<file path="config.mk">
export PLATFORM = sky130hd
export DESIGN_NAME = request_unit
export DESIGN_NICKNAME = d
export VERILOG_FILES = /design/src/rtl/cpu_types_pkg.sv /design/src/rtl/sat_counter.sv /design/src/rtl/request_unit.sv
export SDC_FILE = /design/constraint.sdc
export NUM_CORES = 1
export LEC_CHECK = 0
export CORE_MARGIN = 4
export CORE_UTILIZATION = 45
export CTS_CLUSTER_SIZE = 8
export DETAILED_ROUTE_END_ITERATION = 10
export GPL_TIMING_DRIVEN = 0
export PLACE_DENSITY = 0.72
export SETUP_SLACK_MARGIN = 0.15
export SYNTH_ARGS = -nofsm -noshare
export SYNTH_HDL_FRONTEND = slang
export SYNTH_SLANG_ARGS = --single-unit
export TNS_END_PERCENT = 20
</file>
<file path="constraint.sdc">
create_clock -name CLK -period 5.35 [get_ports CLK]
set_clock_uncertainty 0.05 [all_clocks]
set_input_delay 1.07 -clock CLK [delete_from_list [all_inputs] [get_ports CLK]]
set_output_delay 1.07 -clock CLK [all_outputs]
set_load 0.01 [all_outputs]
</file>
<file path="src/rtl/cpu_types_pkg.sv">
// cpu_types_pkg: shared CPU types for the datapath control blocks.
package cpu_types_pkg;
   typedef logic [31:0] word_t;
   typedef enum logic [1:0] {FETCH, MEM, HALTED} req_state_t;
endpackage

</file>
<file path="src/rtl/sat_counter.sv">
// sat_counter: counter that sticks at its all-ones value instead of wrapping.
module sat_counter #(parameter int W = 32) (
   input  logic         CLK,
   input  logic         RST,
   input  logic         inc,
   output logic [W-1:0] count
);
   always_ff @(posedge CLK or posedge RST)
      if (RST) count <= '0;
      else if (inc && !(&count)) count <= count + 1'b1;
endmodule

</file>
<file path="src/rtl/request_unit.sv">
// request_unit: sequences imem/dmem requests, PC advance, sticky halt and perf counters.
module request_unit
   import cpu_types_pkg::*;
#(
   parameter int CNT_W = 32
) (
   input  logic             CLK,
   input  logic             RST,
   input  logic             ihit,
   input  logic             dhit,
   input  logic             dREN_in,
   input  logic             dWEN_in,
   input  logic             halt_in,
   output logic             imemREN,
   output logic             dmemREN,
   output logic             dmemWEN,
   output logic             pcEN,
   output logic             halt,
   output logic [CNT_W-1:0] instr_count,
   output logic [CNT_W-1:0] stall_count
);
   req_state_t state, next_state;
   logic instr_inc, stall_inc, mem_req;
   assign mem_req = dREN_in | dWEN_in;
   assign halt = state == HALTED;
   // pcEN is gated by RST so a held ihit cannot advance the PC while in reset
   always_comb begin
      next_state = state;
      imemREN = 1'b0;
      pcEN = 1'b0;
      instr_inc = 1'b0;
      stall_inc = 1'b0;
      case (state)
         FETCH: begin
            imemREN = 1'b1;
            stall_inc = ~ihit;
            instr_inc = ihit & (halt_in | ~mem_req);
            pcEN = ihit & ~halt_in & ~mem_req & ~RST;
            next_state = !ihit ? FETCH : halt_in ? HALTED : mem_req ? MEM : FETCH;
         end
         MEM: begin
            pcEN = dhit & ~RST;
            instr_inc = dhit;
            stall_inc = ~dhit;
            next_state = dhit ? FETCH : MEM;
         end
         default: ;
      endcase
   end
   always_ff @(posedge CLK or posedge RST)
      if (RST) begin
         state <= FETCH;
         dmemREN <= 1'b0;
         dmemWEN <= 1'b0;
      end else begin
         state <= next_state;
         if (state == FETCH && ihit && !halt_in && mem_req) begin
            dmemWEN <= dWEN_in;
            dmemREN <= dREN_in & ~dWEN_in;
         end else if (state == MEM && dhit) begin
            dmemWEN <= 1'b0;
            dmemREN <= 1'b0;
         end
      end
   sat_counter #(.W(CNT_W)) u_instr (.CLK(CLK), .RST(RST), .inc(instr_inc), .count(instr_count));
   sat_counter #(.W(CNT_W)) u_stall (.CLK(CLK), .RST(RST), .inc(stall_inc), .count(stall_count));
endmodule
</file>
==> qor.txt <==
Initial Utilization = 0.4710
Hpwl dp = 5529 um
Worst setup margin = 1.547 ns
Total CTS buffers = 9
Detailed router's first-iteration violation count = 97
Max-cap violations = 0
Synth top area cells = dfrtp_1 (49%), xnor2_1 (13%), nand3_1 (4.6%)
CTS sink count = 68
Leak Pwr = 1.961 nW
Vias in the first global route = 2735
Die width = 96.06 um
Slew Limit Fails = 0
Clk_lat worst skew = 0.34 ns
Routed wire length = 7592 um
CP max FO = 7
Endpoints failing hold = 0
Gpl congestion = 0.8123
Routed wire per std cell = 14.89 um
Pre-Repair DR Iteration Count = 4
Clk root buf = clkbuf_8
Post-synth EDFFs = 0
Synth top area share = 0.4876
# IOs = 76
Post-layout power = 1.004 mW
Dpl cell area = 4367 um2
Synth Flop Type = dfrtp_1
Net Count, Synth = 329
Arr. time, crit path = 2.68 ns
Final non-filler cell total = 510
Final instance area = 4583 um2
TNS Setup = 0 ns
Layout cells sized above 1 = 0.1095
Tcrit/Tclk final = 0.7108
Minimum clock period = 3.803 ns
Post-CTS setup repair buffer count = 0
Vias post-DR = 2740
WHS = 0.4453 ns
DRT antenna net count = 0
Pwr/cell area = 219.1 nW/um2
Status = finished, final reports clean
NumNets Final = 415
Cell variety after synth = 43
Drc violations = 0
Element type at the critical path end = output pin
Syn-to-layout area delta = 31.34%
Synth cell count leaders = dfrtp_1 (68), xnor2_1 (50), nand3_1 (32)
Core area = 7408 um2
CTS Hold Bufs = 0
Vias per std cell = 5.373
Worst slack, placed = 1.538 ns
I/O Buffers = 75
Setup violators final = 0
Largest net degree at the start of global routing = 69
Die ar. = 9228 um2
Total gr overflow = 0
RSZ-0062 raised after global routing = no
Placed cells = 494
Syn Std Cell Area = 3490 um2
Row count = 31
# resized after CTS = 0
H-tree depth = 3
Utilization after layout = 0.6186
Gr usage total = 0.1795
TritonCTS clock tree = yes
CP Class = in2out
HP Class = reg2reg
Ys async rst share = 1.000
Seq cells post-synth = 68
Cells after Synth = 320
Antenna violations before repair = 0
Sequential-to-total area share from yosys stat = 0.4876
VDD IR max = 0.1170 mV
Post-synth top area cell = dfrtp_1
Die H = 96.06 um
Fmax achieved = 262.9 MHz
Slew margin rel. = 0.4598
Synthesized area per cell = 10.90 um2
Critical Path Start Type = primary input
Global-route wire length before repair = 12960 um
Clock-pin slew on the worst setup and hold paths = 0.07 ns
Worst-case clock buffer depth = 2
Actual slew at the worst max-slew pin = 0.8104 ns
Synth Warn # = 0
Count leader, synth = dfrtp_1
Req. time, crit path = 4.23 ns
Diode count = 0
[kinds of logic (layout without fill, tap and decap cells)]
family | count (synthesis) | after routing | synth area share
buffers and inverters | 13 | 104 | 0.01757
AOI/OAI and AO/OA | 22 | 22 | 0.05952
muxes | 2 | 2 | 0.008245
and+or+nand+nor | 154 | 154 | 0.2718
DFF | 68 | 68 | 0.4876
xor gates and xnor gates | 59 | 59 | 0.1481
adders and majority gates | 2 | 2 | 0.007170
[state kept, by name, summed over array words and instances (netlist names)]
register	count
state	2
u_instr.count	32
dmemREN	1
u_stall.count	32
dmemWEN	1
[worst max-delay path, cell delays in order]
cell and delay (ns):
clkdlybuf4s50_1 0.54, and2_1 0.14, buf_2 0.18, a21oi_1 0.06, nor3_1 0.13, clkdlybuf4s50_1 0.56
[cell type report]
class                           count  area (um2)
Sequential cell                    68        1702
Buffer                              8       42.54
Inverter                            5       21.27
Tap cell                           99       123.9
Multi-Input combinational cell    239        1727
Timing Repair Buffer               75       750.7
Clock buffer                       11       141.4
Clock inverter                      5       75.07
Fill cell                         627        2825
[cell usage in the layout (no fill, tap or decap), types with 2 or more instances in the layout]
cell type,count
clkdlybuf4s50_1,75
dfrtp_1,68
xnor2_1,50
nand3_1,32
and3_1,22
nand4_1,22
nand2_1,21
and4_1,14
nor2_1,12
clkbuf_8,10
xor2_1,9
and2_1,7
o21ai_0,6
a21oi_1,5
buf_2,4
clkbuf_1,4
inv_1,4
nor3_1,4
nand4_2,3
nor3_2,3
clkinv_2,3
nor2b_1,2
nand3_2,2
a2111oi_4,2
and3_2,2
ha_1,2
bufinv_16,2
[routing by layer]
layer | wire length (um) | track usage | vias up
li1 | - | - | 1337
met1 | 3433 | 0.2236 | 1332
met2 | 3668 | 0.3007 | 63
met3 | 388 | 0.04066 | 8
met4 | 102 | 0.07109 | 0
met5 | 0 | 0 | -
[path summary, 6_finish.rpt]
path / start / end / slack, ns / cells after the start
max in group asynchronous: RST / u_stall.count[31]$_DFFE_PP0P_ / 3.49 / 2
hold reg to reg: u_instr.count[31]$_DFFE_PP0P_ / u_instr.count[31]$_DFFE_PP0P_ / 0.45 / 1
setup / recovery: dhit / pcEN / 1.55 / 6
hold / removal: u_instr.count[31]$_DFFE_PP0P_ / u_instr.count[31]$_DFFE_PP0P_ / 0.45 / 1
setup reg to reg: u_stall.count[0]$_DFFE_PP0P_ / u_stall.count[29]$_DFFE_PP0P_ / 3.06 / 6
min in group asynchronous: RST / u_instr.count[1]$_DFFE_PP0P_ / 1.23 / 2
[power breakdown]
group | leakage (nW) | switching, mW | total (mW) | internal (mW)
logic | 0.915 | 0.0175 | 0.0262 | 0.00872
clock network | 0.113 | 0.190 | 0.463 | 0.273
registers | 0.934 | 0.000308 | 0.515 | 0.514
total | 1.96 | 0.208 | 1.00 | 0.796
Note: power is estimated with default switching activity, not from simulation.
